[src/rtl/lcd_frame_sequencer_if.sv]
// Word stream from the frame sequencer to the HD44780 byte driver.
// The master presents {RS,DATA} words; the slave accepts them with out_ready.
interface lcd_frame_sequencer_if;
  logic [8:0] out_word;
  logic       out_valid;
  logic       out_ready;

  modport master (
    output out_word,
    output out_valid,
    input  out_ready
  );

  modport slave (
    input  out_word,
    input  out_valid,
    output out_ready
  );
endinterface

[src/rtl/lcd_frame_sequencer.sv]
// 16x2 LCD frame sequencer: power-on init command stream, then full-screen
// refresh frames built from a 32-character buffer, sent over valid/ready.
module lcd_frame_sequencer #(
  parameter int PWR_WAIT   = 750000,
  parameter int CLEAR_WAIT = 82000,
  parameter int CNT_W      = 20
) (
  input  logic                  CLOCK_50,
  input  logic                  RESET,
  input  logic                  wr_en,
  input  logic [4:0]            wr_addr,
  input  logic [7:0]            wr_char,
  input  logic                  refresh_req,
  lcd_frame_sequencer_if.master lcd,
  output logic                  busy,
  output logic                  frame_done
);

  typedef enum logic [2:0] {
    S_PWR_WAIT,
    S_INIT,
    S_IDLE,
    S_ADDR1,
    S_ROW1,
    S_ADDR2,
    S_ROW2
  } state_t;

  localparam logic [CNT_W-1:0] PWR_LAST   = CNT_W'(PWR_WAIT - 1);
  localparam logic [CNT_W-1:0] CLEAR_LAST = CNT_W'(CLEAR_WAIT - 1);
  localparam logic [CNT_W-1:0] CNT_ONE    = CNT_W'(1);

  state_t           r_state, w_state_next;
  logic [CNT_W-1:0] r_cnt, w_cnt_next;
  logic [3:0]       r_idx, w_idx_next;
  logic [8:0]       r_word, w_word_next;
  logic             r_valid, w_valid_next;
  logic             r_dirty, w_dirty_next;
  logic             r_done, w_done_next;
  logic [7:0]       r_buf [32];

  logic             w_xfer;
  logic [3:0]       w_next_col;
  logic [7:0]       w_row1_char;
  logic [7:0]       w_row2_char;

  function automatic logic [8:0] init_word(input logic [3:0] idx);
    case (idx)
      4'd0, 4'd1, 4'd2: init_word = 9'h030;
      4'd3:             init_word = 9'h038;
      4'd4:             init_word = 9'h00C;
      4'd5:             init_word = 9'h001;
      default:          init_word = 9'h006;
    endcase
  endfunction

  assign w_xfer      = r_valid && lcd.out_ready;
  assign w_next_col  = r_idx + 4'd1;
  assign w_row1_char = r_buf[{1'b0, w_next_col}];
  assign w_row2_char = r_buf[{1'b1, w_next_col}];

  // Buffer is reset to spaces so a post-reset frame blanks the panel.
  always_ff @(posedge CLOCK_50 or posedge RESET) begin
    if (RESET) begin
      for (int i = 0; i < 32; i++) begin
        r_buf[i] <= 8'h20;
      end
    end else if (wr_en) begin
      r_buf[wr_addr] <= wr_char;
    end
  end

  always_ff @(posedge CLOCK_50 or posedge RESET) begin
    if (RESET) begin
      r_state <= S_PWR_WAIT;
      r_cnt   <= '0;
      r_idx   <= 4'd0;
      r_word  <= 9'h000;
      r_valid <= 1'b0;
      r_dirty <= 1'b1;
      r_done  <= 1'b0;
    end else begin
      r_state <= w_state_next;
      r_cnt   <= w_cnt_next;
      r_idx   <= w_idx_next;
      r_word  <= w_word_next;
      r_valid <= w_valid_next;
      r_dirty <= w_dirty_next;
      r_done  <= w_done_next;
    end
  end

  // Every word is registered the cycle before it is presented, so a
  // character is sampled from the buffer once and then held until accepted.
  always_comb begin
    w_state_next = r_state;
    w_cnt_next   = r_cnt;
    w_idx_next   = r_idx;
    w_word_next  = r_word;
    w_valid_next = r_valid;
    w_dirty_next = r_dirty;
    w_done_next  = 1'b0;

    case (r_state)
      S_PWR_WAIT: begin
        if (r_cnt == PWR_LAST) begin
          w_state_next = S_INIT;
          w_cnt_next   = '0;
          w_idx_next   = 4'd0;
          w_valid_next = 1'b1;
          w_word_next  = init_word(4'd0);
        end else begin
          w_cnt_next = r_cnt + CNT_ONE;
        end
      end

      S_INIT: begin
        if (r_valid) begin
          if (w_xfer) begin
            if (r_idx == 4'd6) begin
              w_state_next = S_IDLE;
              w_valid_next = 1'b0;
            end else if (r_idx == 4'd5) begin
              // Display clear needs extra settling time before entry mode.
              w_valid_next = 1'b0;
              w_cnt_next   = '0;
              w_idx_next   = 4'd6;
            end else begin
              w_idx_next  = w_next_col;
              w_word_next = init_word(w_next_col);
            end
          end
        end else if (r_cnt == CLEAR_LAST) begin
          w_valid_next = 1'b1;
          w_word_next  = init_word(4'd6);
        end else begin
          w_cnt_next = r_cnt + CNT_ONE;
        end
      end

      S_IDLE: begin
        if (r_dirty || refresh_req) begin
          w_state_next = S_ADDR1;
          w_valid_next = 1'b1;
          w_word_next  = 9'h080;
          w_dirty_next = 1'b0;
        end
      end

      S_ADDR1: begin
        if (w_xfer) begin
          w_state_next = S_ROW1;
          w_idx_next   = 4'd0;
          w_word_next  = {1'b1, r_buf[0]};
        end
      end

      S_ROW1: begin
        if (w_xfer) begin
          w_idx_next = w_next_col;
          if (r_idx == 4'd15) begin
            w_state_next = S_ADDR2;
            w_word_next  = 9'h0C0;
          end else begin
            w_word_next = {1'b1, w_row1_char};
          end
        end
      end

      S_ADDR2: begin
        if (w_xfer) begin
          w_state_next = S_ROW2;
          w_idx_next   = 4'd0;
          w_word_next  = {1'b1, r_buf[16]};
        end
      end

      S_ROW2: begin
        if (w_xfer) begin
          w_idx_next = w_next_col;
          if (r_idx == 4'd15) begin
            w_state_next = S_IDLE;
            w_valid_next = 1'b0;
            w_done_next  = 1'b1;
          end else begin
            w_word_next = {1'b1, w_row2_char};
          end
        end
      end

      default: begin
        w_state_next = S_PWR_WAIT;
        w_cnt_next   = '0;
        w_valid_next = 1'b0;
      end
    endcase

    // A write landing on the idle-exit cycle must still schedule a frame.
    if (wr_en) begin
      w_dirty_next = 1'b1;
    end
  end

  assign lcd.out_word  = r_word;
  assign lcd.out_valid = r_valid;
  assign busy          = (r_state != S_IDLE);
  assign frame_done    = r_done;

endmodule

[src/flat_wrapper.sv]
// flat-port wrapper written by rule: the top's interface ports become plain ports
module lcd_frame_sequencer_flat 
#(
  parameter int PWR_WAIT   = 750000,
  parameter int CLEAR_WAIT = 82000,
  parameter int CNT_W      = 20
)
  (CLOCK_50, RESET, wr_en, wr_addr, wr_char, refresh_req, busy, frame_done, lcd_out_word, lcd_out_valid, lcd_out_ready);
  lcd_frame_sequencer_if lcd_i ();
  input  logic CLOCK_50;
  input  logic RESET;
  input  logic wr_en;
  input  logic [4:0] wr_addr;
  input  logic [7:0] wr_char;
  input  logic refresh_req;
  output logic busy;
  output logic frame_done;
  output wire logic [$bits(lcd_i.out_word)-1:0] lcd_out_word;
  output wire logic [$bits(lcd_i.out_valid)-1:0] lcd_out_valid;
  input wire logic [$bits(lcd_i.out_ready)-1:0] lcd_out_ready;
  assign lcd_out_word = lcd_i.out_word;
  assign lcd_out_valid = lcd_i.out_valid;
  assign lcd_i.out_ready = lcd_out_ready;
  lcd_frame_sequencer #(.PWR_WAIT(PWR_WAIT), .CLEAR_WAIT(CLEAR_WAIT), .CNT_W(CNT_W)) u_core (.CLOCK_50(CLOCK_50), .RESET(RESET), .wr_en(wr_en), .wr_addr(wr_addr), .wr_char(wr_char), .refresh_req(refresh_req), .lcd(lcd_i), .busy(busy), .frame_done(frame_done));
endmodule
[config.mk]
export PLATFORM = sky130hd
export DESIGN_NAME = lcd_frame_sequencer_flat
export DESIGN_NICKNAME = d
export VERILOG_FILES = /design/src/rtl/lcd_frame_sequencer_if.sv /design/src/rtl/lcd_frame_sequencer.sv /design/src/flat_wrapper.sv
export SDC_FILE = /design/constraint.sdc
export NUM_CORES = 1
export LEC_CHECK = 0
export ABC_CLOCK_PERIOD_IN_PS = 12100
export CAP_MARGIN = 20
export CELL_PAD_IN_SITES_DETAIL_PLACEMENT = 0
export CELL_PAD_IN_SITES_GLOBAL_PLACEMENT = 2
export CORE_ASPECT_RATIO = 1.5
export CORE_MARGIN = 2
export CORE_UTILIZATION = 45
export DETAILED_ROUTE_END_ITERATION = 10
export PLACE_DENSITY = 0.85
export SYNTH_ARGS = -nofsm -noshare
export SYNTH_HDL_FRONTEND = slang
export SYNTH_SLANG_ARGS = --single-unit
[constraint.sdc]
create_clock -name CLOCK_50 -period 12.1 [get_ports CLOCK_50]
set_clock_uncertainty 0.1 [all_clocks]
set_input_delay 2.42 -clock CLOCK_50 [delete_from_list [all_inputs] [get_ports CLOCK_50]]
set_output_delay 2.42 -clock CLOCK_50 [all_outputs]
set_load 0.005 [all_outputs]
# Word level (Yosys, flattened, before mapping)
# Cells that the tools add are included.
[word_totals] output_inout_bits=12 latchBits=0 wordCells=175 memories=0 ram_bits=0 in_bits=18 ff_bits=295 rom_bits=0
[op_classes] order_cmp=4 multipliers=0 n_reduce_logical=20 n_bitwise=5 add_sub_neg=2 shifts=0 eq_ne=38 n_mux=67 div_mod_pow=0
[ops] op="bitwise mux 256 bit" count=1
[ops] op="two-way mux 20 bit" count=6
[ops] op="two-way mux 9 bit" count=13
[ops] op="binary-select mux 8 bit (select 5 bit)" count=2
[ops] op="one-hot mux 9 bit (7 select lines)" count=1
[ops] op="one-hot mux 20 bit (3 select lines)" count=1
[ops] op="demux 8 bit (select 5 bit)" count=1
[ops] op="two-way mux 8 bit" count=5
[ops] op="two-way mux 3 bit" count=11
[ops] op="two-way mux 4 bit" count=7
[ops] op="inequality test 2 x 1 -> 1 bit, second input constant" count=13
[ops] op="one-hot mux 6 bit (4 select lines)" count=1
[ops] op="one-hot mux 3 bit (7 select lines)" count=1
[ops] op="adder 20 x 1 -> 20 bit, second input constant" count=1
[ops] op="equality test 20 x 17 -> 1 bit, second input constant" count=1
[ops] op="equality test 20 bit, second input constant" count=1
[ops] op=">= comparator 6 bit, second input constant" count=3
[ops] op="equality test 4 x 3 -> 1 bit, second input constant" count=4
[ops] op="one-hot mux 4 bit (4 select lines)" count=1
[ops] op="two-way mux 1 bit" count=15
[ops] op="inequality test 3 bit, second input constant" count=4
[ops] op="NOT 5 -> 6 bit" count=2
[ops] op="AND reduction 12 bit" count=1
[ops] op="AND reduction 11 bit" count=1
[ops] op="other kinds (27)" count=39

# Longest topological paths before layout
[depth] depth_word=9 depth_mapped=13 mapped_depth_nobuf=8

# Worst setup path after synthesis
# OpenSTA, ideal clock, no wires.
[synth_timing] path_type="input port to flip-flop" startpoint="input port wr_en" endpoint="register u_core.r_buf[24] in the netlist's numbering" setup_ns=0.125 t_arrival_ns=3.953 stages=5 path_slack_ns=7.922 n_path_buf=2 t_required_ns=11.875 path_cell_list="clkbuf_1 > or3b_2 > clkbuf_1 > nor2_1 > mux2_2"
[synth_rtl] element="start: declaration" line_no="flat_wrapper.sv:12" source="input logic wr_en;"
[synth_rtl] element="end signal: indexed assignment" line_no="lcd_frame_sequencer.sv:69" source="r_buf[wr_addr] <= wr_char;"
[synth_rtl] element="end: declaration" line_no="lcd_frame_sequencer.sv:40" source="logic [7:0] r_buf [32];"

# Final worst setup path
[layout_timing] startpoint="register u_core.r_state[1]" endpoint="output port busy"
[layout_between] elab_chain_len=1
[layout_rtl] element="start: declaration" line_no="lcd_frame_sequencer.sv:33" source="state_t r_state, w_state_next;"
[layout_rtl] element="start signal: assignment" line_no="lcd_frame_sequencer.sv:83" source="r_state <= w_state_next;"
[layout_rtl] element="inequality test 3 x 2 -> 1 bit" line_no="lcd_frame_sequencer.sv:206" source="assign busy = (r_state != S_IDLE);"
[layout_rtl] element="end: declaration" line_no="flat_wrapper.sv:16" source="output logic busy;"
# Every way passes these cells.

==> results.md <==
- Status: complete, no violations
- Total global-route track usage: 0.222
- Drt first pass iters: 5
- Sequential area share after synthesis: 0.515
- Synthesized Nets: 1096
- Vias in the first global route: 9585
- Final GP Congestion: 0.792
- Gr busiest metal: met2
- Setup crit end kind: primary output
- Routing usage on met2: 0.388
- Core area: 0.0316 mm²
- Seq pwr share: 0.498
- YS warnings: 0
- Die Wd: 150 µm
- Routed WL: 35800 µm
- Async S/R FF share, synth: 1.00
- # nets final: 1104
- Worst-Margin Slew: 1.00 ns
- P_leak: 6.84 nW
- CTS tree: built
- Routed WL per cell: 23.6 µm
- CP startpoint: u_core.r_state[1]
- Synth cell count leaders: dfrtp_1, mux2_2, nand2_1, mux4_2, clkbuf_1
- Synthesized area per cell: 13.4 µm²
- Hold_sp: u_core.lcd.out_word[5]
- Die H: 223 µm
- GR Util met3: 0.0280
- Syn Inst Count: 1072
- Routing usage on met1: 0.278
- Fraction of layout cells with a size suffix above 1: 0.398
- Rel. slew slack: 0.331
- CP max stage delay: 0.79 ns
- Count leader, synth: dfrtp_1
- Clock power share: 0.378
- RR Startpoint: u_core.r_idx[0]
- Largest cells by area after synthesis: dfrtp_1, mux2_2, mux4_2, dfstp_2, mux2i_1
- Final period util: 0.402
- Critical path type: reg2out
- Most used DFF post-synth: dfrtp_1
- Initial antenna violation count: 3
- Setup total negative slack: 0 ns
- Max rail drop VDD: 0.000119 V
- Cell Chain, Critical Path: nor2b_1, buf_4, nand2b_1, clkdlybuf4s50_1
- Combinational power share: 0.124
- Post_cts resized: 0
- Area share of the largest cell type after synthesis: 0.455
- # IOs: 30
- Starting Density: 0.455
- Hold-fix buffers, CTS: 0
- Rows: 80
- Antenna Nets Post-Route: 0
- CP max stage cell: dfrtp_1
- Root buf cell: clkbuf_16
- Vias: 9038
- Clk_lat worst skew: 0.56 ns
- Internal power: 1.93 mW
- Die footprint: 0.0335 mm²
- Clock sink count: 295
- RSZ-0062 raised after global routing: no
- H-Tree Level Count: 1
- Grt ovf: 0
- Critical Path Fanout Max: 24
- Hpwl dp: 23600 µm
- Pwr dens: 156 mW/mm²
- Hold Vio Cnt, Final: 0
- HP Class: reg2reg
- Fin crit period: 4.86 ns
- Pin count of the biggest net entering global routing: 176
- CP Data Arrival Time: 2.34 ns
- Cts bufs inserted: 29
- Yosys cell types: 69
- Vias/cell: 5.97
- Number of max-cap violations: 0
- NetSw: 0.596 mW
- DR iter-0 viols: 538
- CTS Buffer Depth: 3
- Mapped cell area: 0.0144 mm²
- Final setup fails: 0
- Largest area contributor in the netlist: dfrtp_1
- Global-route wire length before repair: 56800 µm
- Slew Limit Fails: 0
- # DRC: 0
- Max Clk Rate: 206 MHz
- IO Port Bufs: 29
- Power Total: 2.52 mW
- Switching fraction of total power: 0.236
- Required time of the worst setup path: 9.58 ns
- Clk slew on worst S/H paths: 0.07 ns
- Area delta synth->final: 12.1%
- Seq cells post-synth: 295
- Setup bufs post-CTS: 0
- Post-synth EDFFs: 0
- Setup crit start kind: flop
## routing by layer
| layer | wire (µm) | share of wire |
|---|---|---|
| met5 | 16 | 0.00045 |
| met3 | 1160 | 0.032 |
| met4 | 1490 | 0.041 |
| met1 | 14200 | 0.40 |
| met2 | 18900 | 0.53 |
## worst max-delay path: cells and delay by family, from the launching register on
family / cells / cell delay [ns]
and+or+nand+nor: 2 / 0.32
buffers and inverters: 2 / 0.66
DFF: 1 / 0.79
## per-stage QoR
stage / cells / util / setup WS (ns) / area (µm²) / hold slack, ns
floorplan: 1072 / - / 1.49 / 14400 / 0.353
global placement: 1459 / 0.478 / 7.14 / 15100 / 0.363
detailed placement: 1459 / 0.478 / 7.14 / 15100 / 0.374
CTS: 1512 / 0.510 / 7.21 / 16100 / 0.388
global route: 1512 / 0.510 / 7.08 / 16100 / 0.411
finish: 1515 / 0.510 / 7.24 / 16100 / 0.386
## state kept, by name, summed over array words and instances, names as in the netlist
signal and count:
u_core.frame_done 1, u_core.lcd.out_valid 1, u_core.lcd.out_word 9, u_core.r_buf 256
u_core.r_cnt 20, u_core.r_dirty 1, u_core.r_idx 4, u_core.r_state 3
## cell usage in the layout, fill, tap and decap left out, types with 6 or more instances in the layout
master	netlist	routed
a21oi_1	36	35
a22o_1	7	7
buf_4	0	19
clkbuf_16	0	29
clkbuf_8	0	7
clkdlybuf4s50_1	0	29
clkinv_2	0	7
dfrtp_1	262	261
dfstp_2	33	33
mux2_2	256	256
mux2i_1	30	30
mux4_2	60	60
nand2_1	67	67
nand2b_1	7	7
nand3_1	13	13
nand3b_1	7	7
nand4_1	9	9
nor2_1	39	39
nor3_1	7	7
o21ai_0	25	25
o2bb2ai_1	6	6
o31ai_1	11	11
or3_1	12	12
or4_1	13	13
## kinds of logic after synthesis
group / Yosys count / synth area share
mux: 351 / 0.319
flops: 295 / 0.515
simple gates: 210 / 0.0776
compound gates: 127 / 0.0584
buf+inv: 79 / 0.0224
fa+ha+maj: 6 / 0.00521
xor+xnor: 4 / 0.00243
## final cells by class
cell class,count,area [µm²]
multi-input combinational,698,6700
sequential,295,7420
tap,410,513
timing repair buffer,49,453
antenna,3,7.51
inverter,7,33.8
clock inverter,14,178
clock buffer,39,833
fill,2776,15500
## power groups by stage
| stage | Sequential (mW) | Clock (mW) | Combinational, mW |
|---|---|---|---|
| after floorplan | 1.24 | 0 | 0.252 |
| after global placement | 1.26 | 0 | 0.306 |
| after detailed placement | 1.27 | 0 | 0.317 |
| after CTS | 1.26 | 0.972 | 0.319 |
| after global routing | 1.28 | 1.02 | 0.341 |
| final | 1.26 | 0.954 | 0.314 |
## final timing paths
path	end	slack, ns	depth (start not counted)
worst max-delay path	busy	7.24	4
worst min-delay path	u_core.lcd.out_word[5]	0.39	1
worst max register to register	u_core.lcd.out_word[5]	7.91	9
worst min register to register	u_core.lcd.out_word[5]	0.39	1
max in group asynchronous	u_core.r_idx[0]	8.09	3
min in group asynchronous	u_core.r_buf[38]	2.31	2
No activity file was read; power rests on OpenSTA's default activity.
